<file path="src/rtl/cond_flag_unit.sv">
// cond_flag_unit: architectural NZCV flag register plus registered B.cond evaluation.
// Supports same-cycle flag forwarding, stall and flush.
`default_nettype none

module cond_flag_unit #(
  parameter bit FORWARD   = 1'b1,
  parameter bit NV_ALWAYS = 1'b1
) (
  input  logic       clk,
  input  logic       reset,
  input  logic       stall,
  input  logic       flush,
  input  logic       setFlags,
  input  logic       aluN,
  input  logic       aluZ,
  input  logic       aluC,
  input  logic       aluV,
  input  logic       condValid,
  input  logic [3:0] cond,
  output logic       flagN,
  output logic       flagZ,
  output logic       flagC,
  output logic       flagV,
  output logic       BCondCheck,
  output logic       bcValid
);

  logic       sf;
  logic       cv;
  logic       fwd_sel;
  logic [3:0] alu_flags;
  logic [3:0] stored_flags;
  logic [3:0] eval_flags;
  logic       n, z, c, v;
  logic       cond_true;

  assign sf           = setFlags & ~flush & ~stall;
  assign cv           = condValid & ~flush & ~stall;
  assign alu_flags    = {aluN, aluZ, aluC, aluV};
  assign stored_flags = {flagN, flagZ, flagC, flagV};

  // Forwarding ignores stall: a stalled B.cond is not accepted anyway.
  assign fwd_sel    = FORWARD & setFlags & ~flush;
  assign eval_flags = fwd_sel ? alu_flags : stored_flags;
  assign {n, z, c, v} = eval_flags;

  always_comb begin
    cond_true = 1'b0;
    case (cond)
      4'b0000: cond_true = z;
      4'b0001: cond_true = ~z;
      4'b0010: cond_true = c;
      4'b0011: cond_true = ~c;
      4'b0100: cond_true = n;
      4'b0101: cond_true = ~n;
      4'b0110: cond_true = v;
      4'b0111: cond_true = ~v;
      4'b1000: cond_true = c & ~z;
      4'b1001: cond_true = ~c | z;
      4'b1010: cond_true = (n == v);
      4'b1011: cond_true = (n != v);
      4'b1100: cond_true = ~z & (n == v);
      4'b1101: cond_true = z | (n != v);
      4'b1110: cond_true = 1'b1;
      4'b1111: cond_true = NV_ALWAYS;
      default: cond_true = 1'b0;
    endcase
  end

  always_ff @(posedge clk or negedge reset) begin
    if (!reset) begin
      {flagN, flagZ, flagC, flagV} <= 4'b0000;
      BCondCheck                   <= 1'b0;
      bcValid                      <= 1'b0;
    end else begin
      if (sf) begin
        {flagN, flagZ, flagC, flagV} <= alu_flags;
      end
      if (cv) begin
        BCondCheck <= cond_true;
        bcValid    <= 1'b1;
      end else if (!stall) begin
        BCondCheck <= 1'b0;
        bcValid    <= 1'b0;
      end
    end
  end

endmodule

`default_nettype wire
</file>
<file path="config.mk">
export PLATFORM = sky130hd
export DESIGN_NAME = cond_flag_unit
export DESIGN_NICKNAME = d
export VERILOG_FILES = /design/src/rtl/cond_flag_unit.sv
export SDC_FILE = /design/constraint.sdc
export NUM_CORES = 1
export LEC_CHECK = 0
export BUFFER_PORTS_ARGS = -buffer_cell sky130_fd_sc_hd__buf_2
export CAP_MARGIN = 0
export CORE_AREA = 4 4 41 43
export CTS_CLUSTER_DIAMETER = 60
export DETAILED_ROUTE_END_ITERATION = 8
export DIE_AREA = 0 0 45 47
export PLACE_DENSITY = 0.68
export SYNTH_ARGS = -nofsm -noshare
export SYNTH_HDL_FRONTEND = slang
export SYNTH_SLANG_ARGS = --single-unit
</file>
<file path="constraint.sdc">
create_clock -name clk -period 1.8 [get_ports clk]
set_clock_uncertainty 0.15 [all_clocks]
set_input_delay 0 -clock clk [delete_from_list [all_inputs] [get_ports clk]]
set_output_delay 0 -clock clk [all_outputs]
set_load 0.01 [all_outputs]
</file>
== Word level (Yosys, flattened, before mapping) ==
Index checks and enable logic that the tools add are counted.

* Flip-flop bits (word level): 6
* Latch bits: 0
* RAM bits: 0
* ROM bits: 0
* Input port bits: 14
* Word-level logic and storage cells: 45
* Memories: 0

* Add/sub/neg operators: 0
* $mul: 0
* Div/mod/pow operators: 0
* Magnitude comparators: 0
* Equal/unequal tests: 18
* Shift-type cells: 0
* Multiplexer cells: 5
* Bitwise logic cells: 14
* Reductions and logical operators: 2

{| class="wikitable"
|+ Operator list
! cell !! number
|-
| $eq A4 B4 Y1 const B || 8
|-
| $eq A4 B3 Y1 const B || 4
|-
| $pmux W1 S15 || 1
|-
| $eq A4 B2 Y1 const B || 2
|-
| $and A1 B1 Y1 || 6
|-
| $not A1 Y1 || 6
|-
| $eq A4 B1 Y1 const B || 1
|-
| $logic_not A4 Y1 || 1
|-
| $mux W4 || 1
|-
| $mux W1 || 3
|-
| $ne A2 B1 Y1 const B || 1
|-
| $or A1 B1 Y1 || 2
|-
| $reduce_or A2 Y1 || 1
|-
| $eq A1 B1 Y1 || 1
|-
| $ne A1 B1 Y1 || 1
|}

== Longest topological paths before layout ==
Gate-level depths: netlist of run 1.

* Word-level depth: 7
* Mapped depth: 6

== Worst setup path before layout of run 1 ==
No wires, ideal clock.

* Path kind: reg2reg
* From: register flagV
* To: register BCondCheck
* Setup time: 0.084 ns
* Arrival: 1.270 ns
* Data required time: 1.566 ns
* Setup slack: 0.296 ns
* Stages on the path, launching flop included: 5
* Path buffers: 0
* Cells stage by stage: dfrtp_1 > mux4_2 > xnor2_1 > nand3_1 > a41oi_2

* Word-level cells in the longest chain between the ends: 5
* Elaborated cells between the ends (all ways): 8

{| class="wikitable"
|+ RTL lines
! what !! RTL line !! source
|-
| start, declared || 23 || <nowiki>output logic flagV,</nowiki>
|-
| start signal, assigned || 77 || <nowiki>{flagN, flagZ, flagC, flagV} <= alu_flags;</nowiki>
|-
| $mux W4 (*) || 44 || <nowiki>assign eval_flags = fwd_sel ? alu_flags : stored_flags;</nowiki>
|-
| $ne A1 B1 Y1 or $eq A1 B1 Y1 (tied branches) || - ||
|-
| $or A1 B1 Y1 or $and A1 B1 Y1 (tied branches) || 63, 62 ||
|-
| $pmux W1 S15 (*) || 49 || <nowiki>case (cond)</nowiki>
|-
| $mux W1 (*) || 79 || <nowiki>if (cv) begin</nowiki>
|-
| end signal, assigned || 80 || <nowiki>BCondCheck <= cond_true;</nowiki>
|-
| end, declared || 24 || <nowiki>output logic BCondCheck,</nowiki>
|}

Mark *: on every way between the ends. The rest lies on a longest branch, timed or not.
A chain may end at the register's enable or synchronous reset.

== Final worst setup path of run 1 ==
* From: input port cond[3]
* To: register BCondCheck

* Word-level cells in the longest chain between the ends: 4
* Elaborated cells between the ends (all ways): 19

{| class="wikitable"
|+ RTL lines
! what !! RTL line !! source
|-
| start, declared || 19 || <nowiki>input logic [3:0] cond,</nowiki>
|-
| $eq A4 B4 Y1 || 49 ||
|-
| $reduce_or A2 Y1 (no source line) || - ||
|-
| $pmux W1 S15 (*) || 49 ||
|-
| $mux W1 (*) || 79 ||
|}

Marked as above.

==> results of run 1 <==
## worst paths after layout
check                                               to  slack (ns)  cells past startpoint
worst max-delay path            BCondCheck$_DFFE_PN0P_        0.20                      6
worst min-delay path            BCondCheck$_DFFE_PN0P_        0.05                      4
worst max register to register  BCondCheck$_DFFE_PN0P_        0.25                      5
worst min register to register     bcValid$_DFFE_PN0P_        0.33                      2
max in group asynchronous            flagC$_DFFE_PN0P_        0.78                      3
min in group asynchronous       BCondCheck$_DFFE_PN0P_        0.52                      3
## power breakdown
part | internal [mW] | switching [mW] | leakage [nW]
clock network | 0.0753 | 0.0472 | 0.0138
registers | 0.156 | 0.0201 | 0.0739
logic | 0.106 | 0.0883 | 0.236
## state kept, by name, indices dropped and copies added, names as in the netlist
register,cells
bcValid,1
flagC,1
flagN,1
flagZ,1
BCondCheck,1
flagV,1
## cell type report
class | instances | area (um2) | area share
Timing Repair Buffer | 32 | 223 | 0.307
Multi-Input combinational cell | 35 | 299 | 0.413
Tap cell | 15 | 18.8 | 0.0259
Clock buffer | 3 | 22.5 | 0.0311
Sequential cell | 6 | 150 | 0.207
Inverter | 3 | 11.3 | 0.0155
## what timing repair did
| action | in CTS | in global routing |
|---|---|---|
| endpoints found under the hold margin | 12 | 0 |
| hold buffers | 12 | 0 |
| setup buffers | 0 | 0 |
## cells in the mapped netlist, drive strengths merged
cell / count
mux2i: 5
inv: 3
a21oi: 2
xnor2: 3
nand3: 2
nand4: 2
a32o: 1
a21boi: 1
nand2: 3
mux4: 1
a31oi: 1
o221ai: 1
mux2: 4
nor2: 3
buf: 1
nor4: 1
nor2b: 2
a221o: 1
dfrtp: 6
a41oi: 1
o311a: 1
## metal layers
layer,track usage,vias to the layer above
met4,0.117,0
met5,0,-
met1,0.150,220
met2,0.234,15
met3,0.0153,4
li1,-,240
## kinds of logic after synthesis
logic type	Yosys count	synth area share
buffers and inverters	4	0.0477
XOR/XNOR	3	0.0557
flip-flops	6	0.318
AND/OR/NAND/NOR	13	0.135
multiplexers	10	0.276
AO/OA/AOI/OAI	9	0.167
## worst max-delay path, delay by kind of cell
kind                   cells  cell delay [ns]
buffers and inverters      2             0.69
multiplexers               1             0.14
AO/OA/AOI/OAI              2             0.51
AND/OR/NAND/NOR            1             0.27
==> results.cfg, run 1 <==
[route]
detail-route-antenna-nets = 0
met2_wirelength_um = 623
route.layer.met1.wl_um = 494
remaining_drc_errors = 0
viasPerCell = 5.10
drt_pre_antenna_iters = 4
drtIter0Drc = 6
route.vias.total = 479
wl_met3_um = 61
drt-wirelength-per-cell_um = 12.8
detail_route.wirelength_um = 1210
top_layer = met4

[cells_and_area]
final_layout_size_suffix_gt1_frac = 0.380
final_common_cell = sky130_fd_sc_hd__buf_2
final_core_utilization = 0.557
final_design_area_no_fill_um2 = 724
layoutNonFillerInstCount = 94
area_delta_synth_final_pct = 53.6
design.final.nets = 95
final.fill_count = 126
diodes = 0
layout.cells.most_common_list = sky130_fd_sc_hd__buf_2, sky130_fd_sc_hd__dlygate4sd3_1, sky130_fd_sc_hd__dfrtp_1

[worst_setup_path]
timing.critical_path.arrival_ns = 1.61
setup.worst_path.end_class = flop
timing_worst_setup_path_type = primary input to flop
worstPathCellList = dlygate4sd3_1 -> buf_2 -> nor2_1 -> mux2i_1 -> o311a_1 -> a41oi_2
critPathMaxStageDelay_ns = 0.53
crit_path_max_fanout = 7
timing.critical_path.from = cond[3]
timing.critical_path.slowest_stage_cell = sky130_fd_sc_hd__dlygate4sd3_1
setup.worst_path.start_class = primary input
crit_required_ns = 1.81
crit-reg2reg-launch = flagN$_DFFE_PN0P_

[die]
dieHeight_um = 47
start_util = 0.362
pin_count = 20
rows = 13
fp.coreArea_um2 = 1300
die_w_um = 45
design.die.area_um2 = 2120

[yosys]
number_of_distinct_library_cell_variants_in_the_gate_level_netlist_after_synthesis = 22
netlist_top_cells_area = sky130_fd_sc_hd__dfrtp_1, sky130_fd_sc_hd__mux2_2, sky130_fd_sc_hd__mux2i_1, sky130_fd_sc_hd__xnor2_1, sky130_fd_sc_hd__mux2i_4
synth_seq_area_share = 0.318
synth_warnings = 0
yosysTopAreaCell = sky130_fd_sc_hd__dfrtp_1
synth.ff_latch_count = 6
synth.top_cell.area_share = 0.318
synth.cell_area_um2 = 472
postSynthNetCount = 59
avgSynthCellArea_um2 = 10.5
post_synth_inst_count = 45

[clock_network]
clock-sinks = 6
cts-root-buf = sky130_fd_sc_hd__clkbuf_4
clock_tree_from_tritoncts = built
cts.repair.resized = 0
clk_pin_slew_ns = 0.04
cts_inserted_buffers = 3
cts_htree_levels = 1
clk_latency_ns = 0.24
cts.path.max_buffers = 2

[worst_hold_path]
hold_path_startpoint = cond[0]
timing.hold.worst.class = primary input to flop

[place]
portBuffers = 19
detailedPlace.worstSlack_ns = 0.244
dpl.hpwl_um = 893
place.gp.congestion = 0.705
placedInstanceArea_um2 = 582
placedCellCount = 79

[pwr]
power.density_nw_per_um2 = 681
power_leakage_nw = 0.324
fin_total_pwr_mw = 0.493
vdd_drop_max_v = 0.000386

[timing]
final_max_slew_viol_count = 0
tightest_slew_ns = 0.380
post-route-period-util = 0.886
min_period_ns = 1.60
hold_ws_ns = 0.0465
max_freq_mhz = 627
final_hold_viol_count = 0
setup_repair_after_global_routing_missed_its_margin = false
tns_setup_ns = 0
setup_viol = 0
final_critical_path_setup_slack_ns = 0.205
worst_slew_margin_rel = 0.746

[global_routing]
grt_usage = 0.136
via_count_of_the_first_global_routing_pass = 484
grt_max_degree = 8
grt_antenna_before_repair = 0
grt_pass1_wl_um = 2030
grt_remaining_overflow = 0

[run]
max-cap-violations = 0

[outcome]
status = finished clean
(Power assumes the default switching activity.)
==> inputs of run 2 (changes only) <==
Settings changed: GPL_TIMING_DRIVEN set to 0.
==> run 2 against run 1 <==
  * Via count increased by 6.1%
  * Core utilization increased by 0.29 points
  * Fmax decreased by 0.60%
  * Critical endpoint unchanged
==> results.cfg, run 2 (synthesis results as in run 1) <==
[route]
wl_met3_um = 60
viasPerCell = 5.40
drtIter0Drc = 7
drt-wirelength-per-cell_um = 12.2
detail-route-antenna-nets = 0
route.layer.met1.wl_um = 521
remaining_drc_errors = 0
drt_pre_antenna_iters = 4
route.vias.total = 508
detail_route.wirelength_um = 1150
met2_wirelength_um = 532
top_layer = met4

[timing]
hold_ws_ns = 0.0425
worst_slew_margin_rel = 0.768
tightest_slew_ns = 0.339
max_freq_mhz = 623
tns_setup_ns = 0
setup_viol = 0
final_max_slew_viol_count = 0
post-route-period-util = 0.892
setup_repair_after_global_routing_missed_its_margin = false
min_period_ns = 1.60
final_hold_viol_count = 0

[die]
design.die.area_um2 = 2120
start_util = 0.362
die_w_um = 45
fp.coreArea_um2 = 1300
pin_count = 20
rows = 13
dieHeight_um = 47

[clock_network]
post_cts_buffers = 0
cts_htree_levels = 1
post_cts_hold_buffer_count = 12
cts_inserted_buffers = 3
clk_pin_slew_ns = 0.04
clk_latency_ns = 0.24
cts.path.max_buffers = 2
clock-sinks = 6
cts-root-buf = sky130_fd_sc_hd__clkbuf_4
clock_tree_from_tritoncts = built
cts.repair.resized = 0

[cells_and_area]
final_core_utilization = 0.560
design.final.nets = 95
final_common_cell = sky130_fd_sc_hd__buf_2
final.fill_count = 119
layout.cells.most_common_list = sky130_fd_sc_hd__buf_2, sky130_fd_sc_hd__dlygate4sd3_1, sky130_fd_sc_hd__dfrtp_1
area_delta_synth_final_pct = 54.4
final_layout_size_suffix_gt1_frac = 0.380
diodes = 0

[global_routing]
grt_antenna_before_repair = 0
via_count_of_the_first_global_routing_pass = 476
grt_pass1_wl_um = 2000
grt_max_degree = 8
grt_usage = 0.132
grt_remaining_overflow = 0

[worst_setup_path]
timing.critical_path.arrival_ns = 1.57
crit_path_max_fanout = 6
setup.worst_path.start_class = primary input
setup.worst_path.end_class = flop
crit_required_ns = 1.76
timing_worst_setup_path_type = primary input to flop

[pwr]
vdd_drop_max_v = 0.000415
power.density_nw_per_um2 = 674
power_leakage_nw = 0.325

[place]
portBuffers = 19
place.gp.congestion = 0.741

[run]
max-cap-violations = 0

[worst_hold_path]
timing.hold.worst.class = primary input to flop

[outcome]
status = finished clean
run 2: area by class of cell:
class,count,area (um2),share of cell area
timing repair buffer,31,215,0.296
clock buffer,3,22.5,0.0309
inverter,3,11.3,0.0155
multi-input combinational,35,299,0.411
tap,15,18.8,0.0258
sequential,6,150,0.206
buffer,1,11.3,0.0155
run 2: critical path, stage by stage:
cell and delay [ns]:
sky130_fd_sc_hd__dlygate4sd3_1 0.53, sky130_fd_sc_hd__buf_2 0.16, sky130_fd_sc_hd__a32o_1 0.26, sky130_fd_sc_hd__a21oi_1 0.11, sky130_fd_sc_hd__a21boi_0 0.19, sky130_fd_sc_hd__o311a_1 0.20
sky130_fd_sc_hd__a41oi_2 0.11
run 2: per-layer routing:
| metal | vias to the layer above | track usage |
|---|---|---|
| li1 | 240 | - |
| met4 | 0 | 0.105 |
| met2 | 19 | 0.215 |
| met3 | 3 | 0.0115 |
| met1 | 246 | 0.159 |
| met5 | - | 0 |
run 2: power breakdown:
group | total [mW] | internal, mW | switching [mW] | leakage (nW)
Combinational | 0.195 | 0.107 | 0.0877 | 0.237
Clock | 0.120 | 0.0752 | 0.0452 | 0.0138
Sequential | 0.176 | 0.156 | 0.0194 | 0.0739
Total | 0.491 | 0.338 | 0.152 | 0.325
run 2: final timing paths:
check / startpoint / end / slack (ns) / cells after the start
hold / removal: cond[0] / BCondCheck$_DFFE_PN0P_ / 0.04 / 4
hold reg to reg: bcValid$_DFFE_PN0P_ / bcValid$_DFFE_PN0P_ / 0.33 / 2
setup reg to reg: flagN$_DFFE_PN0P_ / BCondCheck$_DFFE_PN0P_ / 0.24 / 5
max in group asynchronous: reset / flagC$_DFFE_PN0P_ / 0.75 / 3
min in group asynchronous: reset / BCondCheck$_DFFE_PN0P_ / 0.54 / 3
setup / recovery: cond[2] / BCondCheck$_DFFE_PN0P_ / 0.20 / 7
run 2: stage by stage:
stage	cell area [um2]	std cells	worst slack, ns	total power, mW
2_1_floorplan	472	45	0.296	0.290
3_3_place_gp	586	79	0.251	0.349
3_5_place_dp	586	79	0.239	0.351
4_1_cts	728	94	0.197	0.497
5_1_grt	728	94	0.0967	0.537
6_report	728	94	0.195	0.491
